<file path="src/rtl/display_pkg.sv">
// Shared constants and types for the four-digit clock display scanner:
// segment patterns, scan position codes and the scan FSM states.
package display_pkg;

    // Active-low segment patterns, bit order {g,f,e,d,c,b,a}
    localparam logic [6:0] SEG_BLANK = 7'h7F;
    localparam logic [6:0] SEG_DASH  = 7'h3F;
    localparam logic [6:0] SEG_COLON = 7'h7C;

    // Scan positions; the encoding is the HC138 select code
    typedef enum logic [2:0] {
        POS_HT  = 3'd0,
        POS_HO  = 3'd1,
        POS_COL = 3'd2,
        POS_MT  = 3'd3,
        POS_MO  = 3'd4
    } pos_e;

    typedef enum logic {
        BLANK = 1'b0,
        DRIVE = 1'b1
    } scan_state_e;

    // Frame-wide copy of the inputs so a frame never mixes two times
    typedef struct packed {
        logic [3:0] ht;
        logic [3:0] ho;
        logic [3:0] mt;
        logic [3:0] mo;
        logic       colon;
    } snap_t;

    // Fixed scan order, last position wraps back to the first
    function automatic pos_e next_pos(input pos_e p);
        case (p)
            POS_HT:  next_pos = POS_HO;
            POS_HO:  next_pos = POS_COL;
            POS_COL: next_pos = POS_MT;
            POS_MT:  next_pos = POS_MO;
            default: next_pos = POS_HT;
        endcase
    endfunction

endpackage

</file>
<file path="src/rtl/seg7_decode.sv">
// BCD digit to active-low 7-segment pattern; non-BCD codes show a dash.
module seg7_decode
    import display_pkg::*;
(
    input  logic [3:0] bcd_i,
    output logic [6:0] seg_o
);

    // Pure lookup, {g,f,e,d,c,b,a}, 0 = segment lit
    always_comb begin
        seg_o = SEG_DASH;
        case (bcd_i)
            4'd0: seg_o = 7'h40;
            4'd1: seg_o = 7'h79;
            4'd2: seg_o = 7'h24;
            4'd3: seg_o = 7'h30;
            4'd4: seg_o = 7'h19;
            4'd5: seg_o = 7'h12;
            4'd6: seg_o = 7'h02;
            4'd7: seg_o = 7'h78;
            4'd8: seg_o = 7'h00;
            4'd9: seg_o = 7'h10;
            default: seg_o = SEG_DASH;
        endcase
    end

endmodule

</file>
<file path="src/rtl/display_scan.sv">
// Multiplexed scanner for an HH:MM LED display. Each of the five positions
// gets one blank cycle (select already moved, segments dark) then DWELL
// drive cycles. Inputs are captured once per frame at the start of
// position 0. Optional feature: define DISPLAY_LZB_EN to blank a leading
// zero in the hours-tens digit.
module display_scan
    import display_pkg::*;
#(
    parameter int unsigned DWELL = 4
) (
    input  logic       clk_1ms,
    input  logic       reset,
    input  logic [3:0] hrs_tens,
    input  logic [3:0] hrs_ones,
    input  logic [3:0] min_tens,
    input  logic [3:0] min_ones,
    input  logic       colon_on,
    output logic [6:0] segment_data,
    output logic [2:0] digit_select,
    output logic       frame_done
);

    localparam logic [3:0] DWELL_LAST = 4'(DWELL - 1);

    scan_state_e state_q, state_d;
    pos_e        pos_q, pos_d;
    logic [3:0]  dwell_q, dwell_d;
    snap_t       snap_q, snap_d;
    snap_t       live;
    logic        first_q;
    logic [6:0]  seg_q, seg_d;
    logic [2:0]  sel_q, sel_d;
    logic        fd_q, fd_d;
    logic [3:0]  digit;
    logic [6:0]  digit_seg;
    logic        lzb;

    assign live = {hrs_tens, hrs_ones, min_tens, min_ones, colon_on};

    // Scan sequencing: blank/drive per position, snapshot on entering position 0
    always_comb begin
        state_d = state_q;
        pos_d   = pos_q;
        dwell_d = dwell_q;
        snap_d  = snap_q;
        if (first_q) begin
            // First edge out of reset starts a fresh frame
            state_d = BLANK;
            pos_d   = POS_HT;
            dwell_d = 4'd0;
            snap_d  = live;
        end else if (state_q == BLANK) begin
            state_d = DRIVE;
        end else if (dwell_q == DWELL_LAST) begin
            state_d = BLANK;
            pos_d   = next_pos(pos_q);
            dwell_d = 4'd0;
            if (pos_q == POS_MO) begin
                snap_d = live;
            end
        end else begin
            dwell_d = dwell_q + 4'd1;
        end
    end

    // Pick the snapshot digit for the upcoming position
    always_comb begin
        digit = snap_d.ht;
        case (pos_d)
            POS_HO:  digit = snap_d.ho;
            POS_MT:  digit = snap_d.mt;
            POS_MO:  digit = snap_d.mo;
            default: digit = snap_d.ht;
        endcase
    end

    seg7_decode u_decode (
        .bcd_i (digit),
        .seg_o (digit_seg)
    );

`ifdef DISPLAY_LZB_EN
    assign lzb = (pos_d == POS_HT) && (snap_d.ht == 4'd0);
`else
    assign lzb = 1'b0;
`endif

    // Output values for the cycle being entered, so the registers line up with state
    always_comb begin
        seg_d = digit_seg;
        if (state_d == BLANK) begin
            seg_d = SEG_BLANK;
        end else if (pos_d == POS_COL) begin
            seg_d = snap_d.colon ? SEG_COLON : SEG_BLANK;
        end else if (lzb) begin
            seg_d = SEG_BLANK;
        end
        sel_d = pos_d;
        fd_d  = (state_d == DRIVE) && (pos_d == POS_MO) && (dwell_d == DWELL_LAST);
    end

    // State and registered outputs; reset blanks the display immediately
    always_ff @(posedge clk_1ms or posedge reset) begin
        if (reset) begin
            state_q <= BLANK;
            pos_q   <= POS_HT;
            dwell_q <= 4'd0;
            snap_q  <= '0;
            first_q <= 1'b1;
            seg_q   <= SEG_BLANK;
            sel_q   <= 3'd0;
            fd_q    <= 1'b0;
        end else begin
            state_q <= state_d;
            pos_q   <= pos_d;
            dwell_q <= dwell_d;
            snap_q  <= snap_d;
            first_q <= 1'b0;
            seg_q   <= seg_d;
            sel_q   <= sel_d;
            fd_q    <= fd_d;
        end
    end

    assign segment_data = seg_q;
    assign digit_select = sel_q;
    assign frame_done   = fd_q;

endmodule

</file>
<file path="config.mk">
export PLATFORM = sky130hd
export DESIGN_NAME = display_scan
export DESIGN_NICKNAME = d
export VERILOG_FILES = /design/src/rtl/display_pkg.sv /design/src/rtl/seg7_decode.sv /design/src/rtl/display_scan.sv
export SDC_FILE = /design/constraint.sdc
export NUM_CORES = 1
export LEC_CHECK = 0
export BUFFER_PORTS_ARGS = -buffer_cell sky130_fd_sc_hd__buf_2
export CORE_MARGIN = 2
export CORE_UTILIZATION = 30
export CTS_CLUSTER_DIAMETER = 30
export DETAILED_ROUTE_END_ITERATION = 16
export SLEW_MARGIN = 20
export SYNTH_ARGS = -nofsm -noshare
export SYNTH_HDL_FRONTEND = slang
export SYNTH_SLANG_ARGS = --single-unit
</file>
<file path="constraint.sdc">
create_clock -name clk_1ms -period 2.7 [get_ports clk_1ms]
set_input_delay 0.27 -clock clk_1ms [delete_from_list [all_inputs] [get_ports clk_1ms]]
set_output_delay 0.27 -clock clk_1ms [all_outputs]
set_load 0.01 [all_outputs]
</file>
# Yosys cells after proc, flatten, opt, wreduce, memory -nomap -nowiden
# Memories as Yosys holds them, arrays and structs flattened.
# Cells that the tools add are included.
# classes
n_addsub	1
eq_ne	10
n_mux	18
reduce_logical	3
# op_table
cell	count
17-bit 2-to-1 mux	4
7-bit 2-to-1 mux	2
3-bit by 2-bit == test with 1-bit output, second input constant	4
4-bit 2-to-1 mux	3
3-bit one-hot mux with 4 select lines	1
4-bit one-hot mux with 3 select lines	1
3-bit 2-to-1 mux	3
4-bit by 2-bit == test with 1-bit output, second input constant	2
3-bit by 1-bit == test with 1-bit output, second input constant	2
3-bit == test, second input constant	2
4-bit by 1-bit adder with 4-bit output, second input constant	1
3-bit logical NOT	1
1-bit 2-to-1 mux	3
1-bit logical AND	2
2-bit 2-to-1 mux	1
# totals
mem_count	1
in_bits	19
rom_bits	112
elab_cells	44
register_bits	34
out_inout_bits	11
# mem_list
memory	words	word_bits	read_ports	rd_ports_with_merged_regs	write_ports	line	rtl
(name not given)	16	7	1	0	0	seg7_decode.sv:12	case (bcd_i)

# Longest topological paths before layout
# An unclocked memory read counts as a cell.
# depth
word_depth	10
mapped_depth	12
depth_no_buf	10

# By module
# From an unflattened synthesis, not the netlist that was laid out.
# unflattened
cells_unflattened	188
hier_area_um2	2010.7
# by_module_without_submodules
mod	n_inst	seq_area_each_um2	area_each_um2	cells_per_inst
display_scan	1	860.8	1786.7	157
seg7_decode	1	0.0	224.0	31

# Worst setup path after synthesis
# No wires, ideal clock.
# synth_path
kind	reg2reg
startpoint	register dwell_q[0]
endpoint	register seg_q[3], in the netlist segment_data[3]
t_required_ns	2.616
arrival_ns	2.573
setup_time_ns	0.084
n_path_buf	1
path_stages_with_launch	12
slack_ns	0.043
synth_period_minus_slack_ns	2.657
cell_sequence	dfrtp_1 ha_1 nand4bb_1 buf_2 mux2i_4 a31oi_1 a311oi_1 inv_1 ha_1 and2_1 a221oi_1 o21ai_1
# synth_between
elab_chain_cells	9
word_cells_on_any_way	18
classes_between	5 x eq/ne; 12 x mux; 1 x memory
# synth_lines
item	line	rtl
start: declaration	display_scan.sv:27	logic [3:0] dwell_q, dwell_d;
start signal: assignment	display_scan.sv:116	dwell_q <= dwell_d;
4-bit by 2-bit == test with 1-bit output (*)	display_scan.sv:54	end else if (dwell_q == DWELL_LAST) begin
3-bit 2-to-1 mux	display_scan.sv:54	
3-bit 2-to-1 mux	display_scan.sv:52	end else if (state_q == BLANK) begin
3-bit 2-to-1 mux	display_scan.sv:46	if (first_q) begin
3-bit == test (tied with other cells)	display_scan.sv:69	case (pos_d)
4-bit one-hot mux with 3 select lines	display_scan.sv:69	
memory 16 x 7 bit	n/a	
7-bit 2-to-1 mux	display_scan.sv:93	end else if (pos_d == POS_COL) begin
7-bit 2-to-1 mux (*)	display_scan.sv:91	if (state_d == BLANK) begin
via seg_d[3]	display_scan.sv:31	logic [6:0] seg_q, seg_d;
end signal: assignment	display_scan.sv:119	seg_q <= seg_d;
end: declaration	display_scan.sv:31	
# The timed path passes the listed nets; every way through them passes the cells marked *.

# Final worst setup path
# layout_path
startpoint	register dwell_q[0]
endpoint	register seg_q[4], in the netlist segment_data[4]
# Same word-level chain as after synthesis.

==> summary.txt <==
Worst setup path
  – Worst path cell trace: ha_2, and4bb_2, buf_4, a21oi_4, mux2i_2, o221ai_2, buf_4, ha_1, mux2_4, a21oi_2
  – Worst Path Buf+Inv: 2
  – CP max FO: 7
  – Crit Reg-Reg Endpoint: segment_data[4]
  – Delay-heaviest family, CP: multiplexers
  – Arr. time, crit path: approximately 2.8 ns
  – R2r setup slk: 0.12 ns
  – Crit-path max cell delay: around 0.38 ns
  – R2r startpoint: dwell_q[0]
  – R2R depth: 10
  – Worst path slowest cell: dfrtp_1
  – WP data required: roughly 3 ns
  – Worst path most repeated cell: buf_4
  – CP Launch Type: flop
  – Crit path kind: reg2reg
  – CP Capture Type: flop

Final layout
  – Layout cells sized above 1: 0.451
  – Multi-input gate area: 0.00113 mm^2
  – Nets: approximately 260
  – Fillcell total: 650
  – Synth-to-Final Area Change: 23.5%
  – Fin area: between 0.002 and 0.003 mm^2
  – Post-Layout Cell Count: ~310
  – Register area: 861 um^2
  – Ant. Diodes: 0

Floorplanning
  – I/O pin cnt: 30
  – Core Box Area: about 0.0067 mm^2
  – Die Ht: approximately 87 um
  – Die area: ~0.0076 mm^2
  – Row count: 30
  – Starting Density: 0.307
  – Die W: 86.9 um

Pwr
  – Power Density: about 480 mW/mm^2
  – Seq pwr share: 0.477
  – Gate power share: 0.201
  – Peak supply drop: a little under 0.0002 V
  – P_sw: ~0.00032 W
  – Clock power frac: 0.322
  – Cell internal pwr: ~0.00089 W
  – Sw frac: 0.267
  – Pleak: approximately 1.1 nW

Place
  – Placed cell area: approximately 0.0024 mm^2
  – Dpl hpwl: 3470 um
  – PortBufs: 29
  – Final Wtd Congestion: 0.818
  – Pre-CTS setup slack: -0.00855 ns
  – Placed Cells: just under 300

Logic synthesis
  – Post-synth EDFFs: 0
  – Multiplexer share of the synthesized area: 0.154
  – Area leader, netlist: dfrtp_1
  – Synth top area cells: dfrtp_1 32%, dfstp_2 10%, mux2_2 6.0%
  – Post-synthesis async set-or-reset flop share: 1.00
  – Combinational family with the most area after synthesis: simple AND/OR/NAND/NOR gates
  – Simple logic cell fraction of the synthesized area: 0.172
  – Share of the synthesized area in the top cell type: 0.315
  – Seq/Total Area, Yosys: 0.417
  – Synth Area in Adders: 0.0424
  – Most used flip-flop cell after synthesis: dfrtp_1
  – Syn nets: 209
  – Yosys warnings: 0
  – Area of the mapped netlist: slightly above 0.002 mm^2
  – Post-Synthesis Cells: 183
  – Syn_area_per_cell: around 11 um^2
  – Synth Area in XOR/XNOR: 0.0127
  – FF+latch count, synth: 34
  – Compound-Gate Fraction of Synth Area: 0.141
  – Count leader, synth: dfrtp_1
  – Synth cell count leaders: 26 x dfrtp_1, 13 x inv_1, 11 x mux2_2
  – Synth cell types: 56

Detailed routing
  – WL final: approximately 4600 um
  – Vias per inst: 4.96
  – Drt wl/cell: around 15 um
  – Iter 0 DRT Violations: around 90
  – DR DRC count: 0
  – Via count: about 1,600
  – Pre-antenna DRT Iters: 4
  – Post-route ant nets: 0

Clock tree
  – CTS HTree Levels: 2
  – TritonCTS Sinks: 34
  – Clock-pin slew on the worst setup and hold paths: around 0.070 ns
  – Num CTS Buffers: 5
  – Root buffer cell: clkbuf_8
  – Worst skew pair latency: just under 0.3 ns
  – CTS tree: done
  – Max clock buf depth: 2

STA
  – Tmin final: approximately 2.6 ns
  – Fin. max-slew vios: 0
  – Setup_tns: 0 ns
  – Fin. Hold Viols: 0
  – Fin Clk Skew: slightly above 0.007 ns
  – Final period util: 0.954
  – Fmax: roughly 390 MHz
  – Worst Slack Setup Final: 0.123 ns
  – Setup violations, final: 0

Status
  – Outcome: finished, final reports clean

Global routing
  – Global-route wire length before repair: 7710 um
  – Vias in the first global route: approximately 1,600
  – GR Overflow Total: 0
  – Largest net degree at the start of global routing: 35
  – Initial antenna violation count: 0
  – Gr usage total: 0.132

Job
  – # Max-Cap Violations: 0

Hold path
  – Min-delay worst type: in2async
[worst min-delay path: stages]
cell and delay, ns:
buf_2 0.09, inv_1 0.04, buf_4 0.37
[per-layer routing]
metal / track usage / share of wire / vias to the layer above
met3: 0.0351 / 0.065 / 7
met2: 0.212 / 0.45 / 41
li1: - / - / 757
met4: 0.0327 / 0.0083 / 0
met1: 0.176 / 0.48 / 747
met5: 0 / 0 / -
[power groups by stage]
stage          clock network (W)  logic (W)  registers [W]
6_report                0.000390   0.000244       0.000579
5_1_grt                 0.000430   0.000273       0.000584
4_1_cts                 0.000403   0.000225       0.000579
3_5_place_dp                   0   0.000221       0.000588
3_3_place_gp                   0   0.000219       0.000587
2_1_floorplan                  0   0.000149       0.000591
[how the worst max path moves through the flow]
stage,start,end,slack [ns],cells past startpoint
2_1_floorplan,dwell_q[0],segment_data[3],0.04,11
3_3_place_gp,dwell_q[0],segment_data[4],0.11,9
3_5_place_dp,dwell_q[0],segment_data[4],-0.009,9
4_1_cts,dwell_q[0],segment_data[0],0.03,11
5_1_grt,dwell_q[1],segment_data[4],-0.03,10
6_report,dwell_q[0],segment_data[4],0.12,10
[registers in the layout, summed over array words and instances (netlist names)]
register / flops
first_q: 1
frame_done: 1
state_q: 1
segment_data: 7
snap_q: 17
dwell_q: 4
digit_select: 3
[area by class of cell]
type	instances	share of cell area
Clock buffer	7	0.0339
Multi-Input combinational cell	126	0.443
Tap cell	80	0.0393
Clock inverter	1	0.00196
Inverter	13	0.0192
Timing Repair Buffer	52	0.125
Sequential cell	34	0.338
[what timing repair did]
action,4_1_cts,5_1_grt
cloned,0,0
gates resized for setup,2,7
setup buffers,0,7
hold buffers,0,0
endpoints found under the setup margin,3,7
pin swaps,0,4
[cell usage in the layout, fill, tap and decap left out, types with 4 or more instances in the layout]
cell | netlist | final
a21oi_1 | 4 | 4
buf_2 | 3 | 29
buf_4 | 0 | 23
clkbuf_8 | 0 | 6
dfrtp_1 | 26 | 26
dfstp_2 | 8 | 8
ha_1 | 7 | 6
inv_1 | 13 | 13
mux2_2 | 11 | 11
mux2i_1 | 9 | 6
nand2_1 | 10 | 10
nand4_1 | 4 | 4
nor2_1 | 7 | 7
nor2b_1 | 10 | 10
nor3_1 | 4 | 4
o21ai_0 | 5 | 5
o21ai_1 | 4 | 4
[metrics by stage]
stage / util / total power, W / hold slack [ns]
finish: 0.379 / 0.00121 / 0.0630
global route: 0.379 / 0.00129 / 0.115
CTS: 0.366 / 0.00121 / 0.0784
detailed placement: 0.351 / 0.000810 / 0.389
global placement: 0.351 / 0.000807 / 0.385
floorplan: - / 0.000740 / 0.406
[cell families after synthesis]
family                     Yosys count
adders and majority gates            7
xor gates and xnor gates             3
muxes                               27
DFF                                 34
other                                1
buffers and inverters               23
and+or+nand+nor                     52
AOI/OAI and AO/OA                   36
Power figures use the tool's default switching activity.
